--- config.mk ---
export PLATFORM = sky130hd
export DESIGN_NAME = css_feeder_flat
export DESIGN_NICKNAME = d
export VERILOG_FILES = /design/src/rtl/css_pkg.sv /design/src/rtl/css_feeder_if.sv /design/src/rtl/css_addr_gen.sv /design/src/rtl/css_feeder.sv /design/src/flat_wrapper.sv
export SDC_FILE = /design/constraint.sdc
export NUM_CORES = 1
export LEC_CHECK = 0
export CORE_AREA = 2 2 126 189
export CTS_CLUSTER_SIZE = 24
export DETAILED_ROUTE_END_ITERATION = 12
export DIE_AREA = 0 0 128 191
export PLACE_DENSITY_LB_ADDON = 0.2
export SYNTH_ARGS = -nofsm -noshare
export SYNTH_HDL_FRONTEND = slang
export SYNTH_HIERARCHICAL = 1
export SYNTH_SLANG_ARGS = --single-unit
--- constraint.sdc ---
create_clock -name clk -period 4.05 [get_ports clk]
set_clock_uncertainty 0.15 [all_clocks]
set_input_delay 1.215 -clock clk [delete_from_list [all_inputs] [get_ports clk]]
set_output_delay 1.215 -clock clk [all_outputs]
set_load 0.02 [all_outputs]
--- src/rtl/css_pkg.sv ---
// Shared types and width helpers for the 3x3 column-shift feeder.
package css_pkg;

  localparam int CSS_ADDR_WIDTH    = 20;
  localparam int CSS_IO_DATA_WIDTH = 16;
  localparam int CSS_FM_WIDTH      = 1024;
  localparam int CSS_FM_HEIGHT     = 1024;

  typedef enum logic [3:0] {
    IDLE,
    RD0,
    RD1,
    RD2,
    CAP,
    LOAD,
    SHIFT,
    VALID,
    DONE
  } css_state_e;

  // Which of the three window rows (r, r+1, r+2) an address is formed for.
  typedef enum logic [1:0] {
    ROW_K0,
    ROW_K1,
    ROW_K2
  } css_row_k_e;

  function automatic int cnt_w(input int n);
    return (n > 2) ? $clog2(n) : 1;
  endfunction

endpackage

--- src/rtl/css_feeder_if.sv ---
// Memory read port and shift-structure / window handshake bundle of the feeder.
interface css_feeder_if #(
  parameter int IO_DATA_WIDTH      = css_pkg::CSS_IO_DATA_WIDTH,
  parameter int ADDR_WIDTH         = css_pkg::CSS_ADDR_WIDTH,
  parameter int FEATURE_MAP_WIDTH  = css_pkg::CSS_FM_WIDTH,
  parameter int FEATURE_MAP_HEIGHT = css_pkg::CSS_FM_HEIGHT
);
  localparam int CW = css_pkg::cnt_w(FEATURE_MAP_WIDTH);
  localparam int RW = css_pkg::cnt_w(FEATURE_MAP_HEIGHT);

  logic                     mem_re;
  logic [ADDR_WIDTH-1:0]    mem_addr;
  logic [IO_DATA_WIDTH-1:0] mem_rdata;
  logic [IO_DATA_WIDTH-1:0] row_1;
  logic [IO_DATA_WIDTH-1:0] row_2;
  logic [IO_DATA_WIDTH-1:0] row_3;
  logic                     LE;
  logic                     shift;
  logic                     win_valid;
  logic                     win_ready;
  logic [RW-1:0]            win_row;
  logic [CW-1:0]            win_col;

  modport master (
    output mem_re, mem_addr, row_1, row_2, row_3, LE, shift,
           win_valid, win_row, win_col,
    input  mem_rdata, win_ready
  );

  modport slave (
    input  mem_re, mem_addr, row_1, row_2, row_3, LE, shift,
           win_valid, win_row, win_col,
    output mem_rdata, win_ready
  );

endinterface

--- src/rtl/css_addr_gen.sv ---
// Incremental pixel address generator: row base plus running column address,
// with a look-ahead output reflecting this cycle's advance command.
module css_addr_gen import css_pkg::*; #(
  parameter int ADDR_WIDTH        = CSS_ADDR_WIDTH,
  parameter int FEATURE_MAP_WIDTH = CSS_FM_WIDTH
) (
  input  logic                  clk,
  input  logic                  rst_in,
  input  logic                  load_i,
  input  logic [ADDR_WIDTH-1:0] base_i,
  input  logic                  col_inc_i,
  input  logic                  row_inc_i,
  input  css_row_k_e            k_i,
  output logic [ADDR_WIDTH-1:0] addr_o
);

  localparam logic [ADDR_WIDTH-1:0] W1 = ADDR_WIDTH'(FEATURE_MAP_WIDTH);
  localparam logic [ADDR_WIDTH-1:0] W2 = ADDR_WIDTH'(2 * FEATURE_MAP_WIDTH);

  logic [ADDR_WIDTH-1:0] row_base_q, row_base_d;
  logic [ADDR_WIDTH-1:0] col_addr_q, col_addr_d;

  always_comb begin
    row_base_d = row_base_q;
    col_addr_d = col_addr_q;
    if (load_i) begin
      row_base_d = base_i;
      col_addr_d = base_i;
    end else if (row_inc_i) begin
      row_base_d = row_base_q + W1;
      col_addr_d = row_base_q + W1;
    end else if (col_inc_i) begin
      col_addr_d = col_addr_q + ADDR_WIDTH'(1);
    end
  end

  // Wrap modulo 2^ADDR_WIDTH falls out of the truncating adds.
  always_comb begin
    unique case (k_i)
      ROW_K1:  addr_o = col_addr_d + W1;
      ROW_K2:  addr_o = col_addr_d + W2;
      default: addr_o = col_addr_d;
    endcase
  end

  always_ff @(posedge clk) begin
    if (rst_in) begin
      row_base_q <= '0;
      col_addr_q <= '0;
    end else begin
      row_base_q <= row_base_d;
      col_addr_q <= col_addr_d;
    end
  end

endmodule

--- src/rtl/css_feeder.sv ---
// Walks a feature map column by column, three rows at a time, loading the 3x3
// shift structure and offering each complete window over a valid/ready handshake.
module css_feeder import css_pkg::*; #(
  parameter int IO_DATA_WIDTH      = CSS_IO_DATA_WIDTH,
  parameter int ADDR_WIDTH         = CSS_ADDR_WIDTH,
  parameter int FEATURE_MAP_WIDTH  = CSS_FM_WIDTH,
  parameter int FEATURE_MAP_HEIGHT = CSS_FM_HEIGHT
) (
  input  logic                  clk,
  input  logic                  rst_in,
  input  logic                  start,
  input  logic [ADDR_WIDTH-1:0] base_addr,
  output logic                  busy,
  output logic                  done,
  css_feeder_if.master          bus
);

  localparam int CW = cnt_w(FEATURE_MAP_WIDTH);
  localparam int RW = cnt_w(FEATURE_MAP_HEIGHT);
  localparam logic [CW-1:0] COL_LAST  = CW'(FEATURE_MAP_WIDTH - 1);
  localparam logic [CW-1:0] COL_FIRST = CW'(2);
  localparam logic [RW-1:0] ROW_LAST  = RW'(FEATURE_MAP_HEIGHT - 3);

  css_state_e               state_q;
  logic [CW-1:0]            c_q;
  logic [RW-1:0]            r_q;
  logic                     busy_q, done_q;
  logic                     mem_re_q;
  logic [ADDR_WIDTH-1:0]    mem_addr_q;
  logic [IO_DATA_WIDTH-1:0] row_1_q, row_2_q, row_3_q;
  logic                     le_q, shift_q, win_valid_q;
  logic [RW-1:0]            win_row_q;
  logic [CW-1:0]            win_col_q;

  logic                     hs;
  logic                     cmd_load, cmd_col, cmd_row;
  css_row_k_e               k_sel;
  logic [ADDR_WIDTH-1:0]    addr_nxt;

  // Advance commands are decoded once here so the address generator and the
  // FSM below always agree on where the next read goes.
  always_comb begin
    hs       = (state_q == VALID) && bus.win_ready;
    cmd_load = (state_q == IDLE) && start;
    cmd_col  = ((state_q == SHIFT) && (c_q < COL_FIRST)) || (hs && (c_q != COL_LAST));
    cmd_row  = hs && (c_q == COL_LAST) && (r_q != ROW_LAST);
    unique case (state_q)
      RD0:     k_sel = ROW_K1;
      RD1:     k_sel = ROW_K2;
      default: k_sel = ROW_K0;
    endcase
  end

  css_addr_gen #(
    .ADDR_WIDTH        (ADDR_WIDTH),
    .FEATURE_MAP_WIDTH (FEATURE_MAP_WIDTH)
  ) u_addr_gen (
    .clk       (clk),
    .rst_in    (rst_in),
    .load_i    (cmd_load),
    .base_i    (base_addr),
    .col_inc_i (cmd_col),
    .row_inc_i (cmd_row),
    .k_i       (k_sel),
    .addr_o    (addr_nxt)
  );

  always_ff @(posedge clk) begin
    if (rst_in) begin
      state_q     <= IDLE;
      c_q         <= '0;
      r_q         <= '0;
      busy_q      <= 1'b0;
      done_q      <= 1'b0;
      mem_re_q    <= 1'b0;
      mem_addr_q  <= '0;
      row_1_q     <= '0;
      row_2_q     <= '0;
      row_3_q     <= '0;
      le_q        <= 1'b0;
      shift_q     <= 1'b0;
      win_valid_q <= 1'b0;
      win_row_q   <= '0;
      win_col_q   <= '0;
    end else begin
      mem_re_q <= 1'b0;
      le_q     <= 1'b0;
      shift_q  <= 1'b0;
      done_q   <= 1'b0;
      unique case (state_q)
        IDLE: begin
          if (cmd_load) begin
            state_q    <= RD0;
            c_q        <= '0;
            r_q        <= '0;
            busy_q     <= 1'b1;
            mem_re_q   <= 1'b1;
            mem_addr_q <= addr_nxt;
          end
        end
        RD0: begin
          state_q    <= RD1;
          mem_re_q   <= 1'b1;
          mem_addr_q <= addr_nxt;
        end
        // Read data lags its strobe by one cycle, so each row lands one state late.
        RD1: begin
          row_1_q    <= bus.mem_rdata;
          state_q    <= RD2;
          mem_re_q   <= 1'b1;
          mem_addr_q <= addr_nxt;
        end
        RD2: begin
          row_2_q <= bus.mem_rdata;
          state_q <= CAP;
        end
        CAP: begin
          row_3_q <= bus.mem_rdata;
          state_q <= LOAD;
          le_q    <= 1'b1;
        end
        LOAD: begin
          state_q <= SHIFT;
          shift_q <= 1'b1;
        end
        // Three fresh shifts after a row change flush the previous row's columns.
        SHIFT: begin
          if (c_q >= COL_FIRST) begin
            state_q     <= VALID;
            win_valid_q <= 1'b1;
            win_row_q   <= r_q;
            win_col_q   <= c_q - COL_FIRST;
          end else begin
            c_q        <= c_q + CW'(1);
            state_q    <= RD0;
            mem_re_q   <= 1'b1;
            mem_addr_q <= addr_nxt;
          end
        end
        VALID: begin
          if (hs) begin
            win_valid_q <= 1'b0;
            if (cmd_col) begin
              c_q        <= c_q + CW'(1);
              state_q    <= RD0;
              mem_re_q   <= 1'b1;
              mem_addr_q <= addr_nxt;
            end else if (cmd_row) begin
              r_q        <= r_q + RW'(1);
              c_q        <= '0;
              state_q    <= RD0;
              mem_re_q   <= 1'b1;
              mem_addr_q <= addr_nxt;
            end else begin
              state_q <= DONE;
              done_q  <= 1'b1;
            end
          end
        end
        DONE: begin
          state_q <= IDLE;
          busy_q  <= 1'b0;
        end
        default: state_q <= IDLE;
      endcase
    end
  end

  assign busy          = busy_q;
  assign done          = done_q;
  assign bus.mem_re    = mem_re_q;
  assign bus.mem_addr  = mem_addr_q;
  assign bus.row_1     = row_1_q;
  assign bus.row_2     = row_2_q;
  assign bus.row_3     = row_3_q;
  assign bus.LE        = le_q;
  assign bus.shift     = shift_q;
  assign bus.win_valid = win_valid_q;
  assign bus.win_row   = win_row_q;
  assign bus.win_col   = win_col_q;

endmodule

--- src/flat_wrapper.sv ---
// flat-port wrapper written by rule: the top's interface ports become plain ports
module css_feeder_flat import css_pkg::*;
#(
  parameter int IO_DATA_WIDTH      = CSS_IO_DATA_WIDTH,
  parameter int ADDR_WIDTH         = CSS_ADDR_WIDTH,
  parameter int FEATURE_MAP_WIDTH  = CSS_FM_WIDTH,
  parameter int FEATURE_MAP_HEIGHT = CSS_FM_HEIGHT
)
  (clk, rst_in, start, base_addr, busy, done, bus_mem_re, bus_mem_addr, bus_row_1, bus_row_2, bus_row_3, bus_LE, bus_shift, bus_win_valid, bus_win_row, bus_win_col, bus_mem_rdata, bus_win_ready);
  css_feeder_if #(.IO_DATA_WIDTH(IO_DATA_WIDTH), .ADDR_WIDTH(ADDR_WIDTH), .FEATURE_MAP_WIDTH(FEATURE_MAP_WIDTH), .FEATURE_MAP_HEIGHT(FEATURE_MAP_HEIGHT)) bus_i ();
  input  logic clk;
  input  logic rst_in;
  input  logic start;
  input  logic [ADDR_WIDTH-1:0] base_addr;
  output logic busy;
  output logic done;
  output wire logic [$bits(bus_i.mem_re)-1:0] bus_mem_re;
  output wire logic [$bits(bus_i.mem_addr)-1:0] bus_mem_addr;
  output wire logic [$bits(bus_i.row_1)-1:0] bus_row_1;
  output wire logic [$bits(bus_i.row_2)-1:0] bus_row_2;
  output wire logic [$bits(bus_i.row_3)-1:0] bus_row_3;
  output wire logic [$bits(bus_i.LE)-1:0] bus_LE;
  output wire logic [$bits(bus_i.shift)-1:0] bus_shift;
  output wire logic [$bits(bus_i.win_valid)-1:0] bus_win_valid;
  output wire logic [$bits(bus_i.win_row)-1:0] bus_win_row;
  output wire logic [$bits(bus_i.win_col)-1:0] bus_win_col;
  input wire logic [$bits(bus_i.mem_rdata)-1:0] bus_mem_rdata;
  input wire logic [$bits(bus_i.win_ready)-1:0] bus_win_ready;
  assign bus_mem_re = bus_i.mem_re;
  assign bus_mem_addr = bus_i.mem_addr;
  assign bus_row_1 = bus_i.row_1;
  assign bus_row_2 = bus_i.row_2;
  assign bus_row_3 = bus_i.row_3;
  assign bus_LE = bus_i.LE;
  assign bus_shift = bus_i.shift;
  assign bus_win_valid = bus_i.win_valid;
  assign bus_win_row = bus_i.win_row;
  assign bus_win_col = bus_i.win_col;
  assign bus_i.mem_rdata = bus_mem_rdata;
  assign bus_i.win_ready = bus_win_ready;
  css_feeder #(.IO_DATA_WIDTH(IO_DATA_WIDTH), .ADDR_WIDTH(ADDR_WIDTH), .FEATURE_MAP_WIDTH(FEATURE_MAP_WIDTH), .FEATURE_MAP_HEIGHT(FEATURE_MAP_HEIGHT)) u_core (.clk(clk), .rst_in(rst_in), .start(start), .base_addr(base_addr), .busy(busy), .done(done), .bus(bus_i));
endmodule
# Yosys cells after proc, flatten, opt, wreduce, memory -nomap -nowiden
# Index checks and enable logic that the tools add are counted.
[op_classes]
magnitude_cmp = 2
mux = 43
add_sub_neg = 7
reduce_logical = 23
bitwise_logic = 2
n_eq_ne = 20
[op_table]
columns = ["op", "count"]
rows = [
  ["$mux W20", 10],
  ["$mux W10", 8],
  ["$pmux W20 S4", 1],
  ["$add A20 B11 Y20 const B", 2],
  ["$pmux W20 S2", 1],
  ["$pmux W4 S8", 1],
  ["$pmux W10 S3", 1],
  ["$add A10 B1 Y10 const B", 2],
  ["$add A20 B1 Y20 const B", 1],
  ["$add A20 B12 Y20 const B", 1],
  ["$ne A10 B10 Y1 const B", 2],
  ["$pmux W10 S2", 1],
  ["$eq A4 B3 Y1 const B", 4],
  ["$mux W4", 4],
  ["$reduce_and A5 Y1", 3],
  ["$mux W1", 11],
  ["$eq A10 B10 Y1 const B", 1],
  ["$ge A10 B2 Y1 const B", 1],
  ["$lt A10 B2 Y1 const B", 1],
  ["$sub A10 B2 Y10 const B", 1],
  ["$eq A4 B2 Y1 const B", 2],
  ["$reduce_bool A2 Y1", 4],
  ["$logic_and A1 B1 Y1", 6],
  ["$ne A2 B1 Y1 const B", 3],
  ["19 further kinds", 25],
]
[word_totals]
output_inout_bits = 94
ff_bits = 158
in_bits = 40

# Depth between registers and ports, before layout
[depth]
word_depth = 13
mapped_depth = 20
depth_no_buf = 18

# Hierarchy
# Netlist, hierarchy kept.
[modules_own_cells]
columns = ["module", "area_per_inst_um2", "cells_per_inst", "instances"]
rows = [
  ["css_feeder", 5101.1, 605, 1],
  ["css_addr_gen", 2797.7, 359, 1],
]

# Worst setup path before layout
# No wires, ideal clock.
[synth_timing]
path_kind = "input to register"
start = "in bus_win_ready"
end = "reg u_core.mem_addr_q[16], in the netlist u_core/bus.mem_addr[16]"
path_slack_ns = -0.177
arrival_time_ns = 3.957
stages = 14
path_cell_list = "nand2_1 -> nor3_1 -> clkbuf_1 -> nor3b_1 -> mux2_2 -> a221oi_1 -> inv_1 -> ha_1 -> inv_1 -> nor3_1 -> mux2i_1 -> a211o_1 -> nand2b_1 -> mux2i_1"
[synth_rtl]
columns = ["element", "line", "source"]
rows = [
  ["from (decl)", "flat_wrapper.sv:28", "input wire logic [$bits(bus_i.win_ready)-1:0] bus_win_ready;"],
  ["$logic_and A1 B1 Y1 (*)", "css_feeder.sv:43", "hs = (state_q == VALID) && bus.win_ready;"],
  ["$logic_and A1 B1 Y1 (*) (2 in a row)", "css_feeder.sv:46", "cmd_row = hs && (c_q == COL_LAST) && (r_q != ROW_LAST);"],
  ["net u_core.cmd_row", "css_feeder.sv:36", "logic cmd_load, cmd_col, cmd_row;"],
  ["$mux W20 (*)", "css_addr_gen.sv:29", "end else if (row_inc_i) begin"],
  ["$mux W20 (*)", "css_addr_gen.sv:26", "if (load_i) begin"],
  ["net u_core.u_addr_gen.col_addr_d[11]", "css_addr_gen.sv:21", "logic [ADDR_WIDTH-1:0] col_addr_q, col_addr_d;"],
  ["$add A20 B12 Y20 / $add A20 B11 Y20 (equally long branches)", "css_addr_gen.sv:41, css_addr_gen.sv:40", ""],
  ["$pmux W20 S2 (*)", "css_addr_gen.sv:39", "unique case (k_i)"],
  ["net u_core.addr_nxt[16]", "css_feeder.sv:38", "logic [ADDR_WIDTH-1:0] addr_nxt;"],
  ["$mux W20", "css_feeder.sv:148", "end else if (cmd_row) begin"],
  ["$mux W20", "css_feeder.sv:143", "if (cmd_col) begin"],
  ["$mux W20", "css_feeder.sv:141", "if (hs) begin"],
  ["$pmux W20 S4 (*)", "css_feeder.sv:90", "unique case (state_q)"],
  ["to (signal assigned)", "css_feeder.sv:98", "mem_addr_q <= addr_nxt;"],
  ["to (signal assigned)", "css_feeder.sv:147", "mem_addr_q <= addr_nxt;"],
  ["to (signal assigned)", "css_feeder.sv:153", "mem_addr_q <= addr_nxt;"],
  ["to (decl)", "css_feeder.sv:29", "logic [ADDR_WIDTH-1:0] mem_addr_q;"],
]
# Mark *: on every way through the listed nets, which the timed path passes. The rest lies on a longest branch. The select of a mux whose other input is x is not followed.
# A chain may end at the register's enable or synchronous reset.

# Worst setup path after layout
[layout_timing]
start = "reg u_core.c_q[1]"
end = "reg u_core.mem_addr_q[19], in the netlist u_core/bus.mem_addr[19]"
[layout_between]
elab_chain_len = 12
[layout_rtl]
columns = ["element", "line", "source"]
rows = [
  ["from (decl)", "css_feeder.sv:25", "logic [CW-1:0] c_q;"],
  ["from (signal assigned)", "css_feeder.sv:134", "c_q <= c_q + CW'(1);"],
  ["from (signal assigned)", "css_feeder.sv:144", "c_q <= c_q + CW'(1);"],
  ["$lt A10 B2 Y1 / $ne A10 B10 Y1 (equally long branches)", "css_feeder.sv:45", "cmd_col = ((state_q == SHIFT) && (c_q < COL_FIRST)) || (hs && (c_q != COL_LAST));"],
  ["$logic_and A1 B1 Y1", "css_feeder.sv:45", ""],
  ["$logic_or A1 B1 Y1 (*)", "css_feeder.sv:45", ""],
  ["net u_core.cmd_col", "css_feeder.sv:36", ""],
  ["$mux W20 (*)", "css_addr_gen.sv:32", "end else if (col_inc_i) begin"],
  ["$mux W20 (*)", "css_addr_gen.sv:29", ""],
  ["$mux W20 (*)", "css_addr_gen.sv:26", ""],
  ["$add A20 B12 Y20 / $add A20 B11 Y20 (equally long branches)", "css_addr_gen.sv:41, css_addr_gen.sv:40", ""],
  ["$pmux W20 S2 (*)", "css_addr_gen.sv:39", ""],
  ["net u_core.addr_nxt[19]", "css_feeder.sv:38", ""],
  ["$mux W20", "css_feeder.sv:148", ""],
  ["$mux W20", "css_feeder.sv:143", ""],
  ["$mux W20", "css_feeder.sv:141", ""],
  ["$pmux W20 S4 (*)", "css_feeder.sv:90", ""],
]
# Marks and branches as above.

==> results_dict.tcl <==
set metrics [dict create \
    power_switching_share_pct 30.25 \
    cts_buffers 17 \
    synth_nets 1016 \
    synth.cell_area_um2 7899 \
    cts.clk_slew.worst_paths_ns 0.07 \
    finalSetupViolCount 0 \
    grt_overflow 0 \
    p_comb_share_pct 22.3 \
    synth-adder-area-share_pct 1.901 \
    cp.arrival_ns 3.99 \
    muxShareOfSynthArea_pct 3.453 \
    relSlewSlack_pct 34.81 \
    slew_viol_final 0 \
    via_per_inst 5.139 \
    start_util_pct 34.64 \
    start_kind "flop" \
    vdd_ir_drop_max_mv 0.3151 \
    hp-class "flop to flop" \
    root_buffer "clkbuf_16" \
    cap_violations 0 \
    vias 7271 \
    num_rows 68 \
    nets 1173 \
    power.share.sequential_pct 38.9 \
    clkPwrFrac_pct 38.8 \
    synth_area_per_cell_um2 8.194 \
    antenna_found_initial 1 \
    ys_seq_area_share_pct 40.04 \
    grt_start_max_net_pins 55 \
    postLayoutCellArea_um2 10580 \
    status "finished clean" \
    clockBufferDepth 2 \
    synth_cell_types 83 \
    syn_inst 964 \
    fin_crit_sh_pct 92.92 \
    synth-edff-count 0 \
    synth-async-reset-ratio_pct 0 \
    ys_warn_count 6 \
    finalHoldViolCount 0 \
    rsz0062_at_grt "no" \
    ys_seq_elements 158 \
    synth-main-ff-cell "dfxtp_1" \
    syn2layout_area_growth_pct 33.95 \
    layout_commonest_cell "nand2_1" \
    intPower_uw 3123 \
    worstSetupEndpointType "flop" \
    cts.sinks 158 \
    wirelength_um 22870 \
    ctsHoldBuffers 0 \
    fillers 2256 \
    p_switching_uw 1355 \
    power.leakage_uw 0.003928 \
    cp.required_ns 4.28 \
    core_area_um2 22800 \
    whs_ns 0.3031 \
    synth_compound_area_share_pct 17.55 \
    fin_cells 1415 \
    synth-simple-area-share_pct 27.72 \
    setup_slack_ns 0.2866 \
    placed_cell_area_um2 9832 \
    pin_count 134 \
    fmax_mhz 265.7 \
    antenna_left 0 \
    grt_usage_pct 18.98 \
    die_h_um 191 \
    dr.pass1.iters 5 \
    clock_latency_ns 0.44 \
    die-width_um 128 \
    post-route-drc-count 0 \
    pre_cts_ws_ns -0.4742 \
    die-area_um2 24450 \
    layout_common_cells "nand2_1, dfxtp_1, clkdlybuf4s50_1" \
    cts_max_level 4 \
    crit_fanout 5 \
    grt_pass1_wl_um 36580 \
    synth_xor_xnor_area_share_pct 3.770 \
    fin_crit_ns 3.763 \
    wl_per_cell_um 16.16 \
    synth_top_family_by_area "simple AND/OR/NAND/NOR gates" \
    cts_tree "done" \
    hpwl_um 16290 \
    dp_cells 1380 \
    gp_congestion 0.8458 \
    drive_gt1_share_pct 13.84 \
    crit_type "flop to flop" \
    tightest_slew_ns 0.9779 \
    fin_util_pct 46.40 \
    port_buffers 133 \
    p_per_area_nw_per_um2 423.2 \
    grt_pass1_vias 7028 \
    drt_iter0_drc 433 \
]
-- logic make-up (layout without fill, tap and decap cells) --
kind of cell	Yosys count	in the layout
AOI/OAI and AO/OA	213	213
other	0	1
adders and majority gates	12	12
buffers and inverters	91	261
xor gates and xnor gates	34	34
and+or+nand+nor	429	429
DFF	158	158
muxes	27	27
-- sequential cells by signal, indices dropped and copies added, names as in the netlist, 4 cells and up --
name	flops
u_core/bus.mem_addr	20
u_core/bus.row_1	16
u_core/bus.row_2	16
u_core/bus.row_3	16
u_core/bus.win_col	10
u_core/bus.win_row	10
u_core/c_q	10
u_core/r_q	10
u_core/state_q	4
u_core/u_addr_gen/col_addr_q	20
u_core/u_addr_gen/row_base_q	20
-- Yosys cell counts (4+ instances only) --
cell type | instances | share of area [%]
a211oi_1 | 15 | 1.4
a21oi_1 | 109 | 6.9
a311oi_1 | 6 | 0.67
a31oi_1 | 9 | 0.71
and2_1 | 4 | 0.32
and3_1 | 10 | 0.79
buf_1 | 7 | 0.33
buf_2 | 4 | 0.25
buf_4 | 13 | 1.2
buf_6 | 5 | 0.71
clkbuf_1 | 43 | 2.0
dfxtp_1 | 158 | 40
ha_1 | 12 | 1.9
inv_1 | 17 | 0.81
mux2i_1 | 25 | 3.2
nand2_1 | 167 | 7.9
nand2b_1 | 56 | 4.4
nand3_1 | 16 | 1.0
nand4_1 | 5 | 0.40
nor2_1 | 71 | 3.4
nor2b_1 | 16 | 1.3
nor3_1 | 21 | 1.3
nor4_1 | 14 | 1.1
o211a_1 | 4 | 0.51
o21a_1 | 4 | 0.38
o21ai_0 | 17 | 1.1
o31ai_1 | 8 | 0.76
or3_1 | 6 | 0.48
or4_1 | 8 | 0.76
xnor2_1 | 23 | 2.6
xor2_1 | 11 | 1.2
-- layout make-up --
cell class	instances	area, um^2	share of cell area, %
clock buffer	19	452.9	4.281
timing repair buffer	211	1953	18.46
antenna	1	2.502	0.02365
clock inverter	13	178.9	1.691
sequential	158	3163	29.90
multi-input combinational	715	4412	41.70
inverter	18	67.56	0.6386
tap	280	350.3	3.311
-- power groups by stage --
stage	registers, uW	logic, uW	clock network (uW)
floorplan	1830	565	0
global placement	1780	989	0
detailed placement	1780	990	0
CTS	1740	994	1790
global route	1750	1090	1840
finish	1740	997	1740
-- metrics by stage --
stage                     setup TNS (ns)  power, uW
after CTS                              0       4525
after floorplan                        0       2392
after global routing                   0       4685
after global placement            -2.349       2765
final                                  0       4477
after detailed placement          -2.852       2767
-- layer usage --
metal	share of wire, %	vias up	GRT usage [%]
li1	-	3676	-
met1	41	3431	21.18
met2	53	142	35.17
met3	4.4	22	4.674
met4	1.3	0	5.790
met5	0	-	0
-- path summary, 6_finish.rpt --
path / slack [ns] / end / depth (start not counted) / from
worst max-delay path: 0.29 / u_core/bus.mem_addr[19] / 14 / u_core/c_q[1]
worst min-delay path: 0.30 / u_core/bus.row_1[8] / 2 / u_core/bus.row_1[8]
worst max register to register: 0.29 / u_core/bus.mem_addr[19] / 14 / u_core/c_q[1]
worst min register to register: 0.30 / u_core/bus.row_1[8] / 2 / u_core/bus.row_1[8]
-- repair_timing --
action	CTS	global route
pin swaps	0	6
gates resized for setup	1	21
endpoints found under the setup margin	1	6
setup buffers	0	2
-- critical path, stage by stage, from the launching register on --
cell      delay [ns]
dfxtp_1         0.35
or4_1           0.55
nor3_1          0.24
a32oi_2         0.10
inv_2           0.17
nand4_4         0.16
nor4_4          0.22
nand3_1         0.13
xor2_1          0.15
a221o_1         0.36
or3_4           0.34
or4_1           0.51
o21ai_1         0.09
nand2b_1        0.06
mux2i_1         0.12
Note: power is estimated with default switching activity, not from simulation.
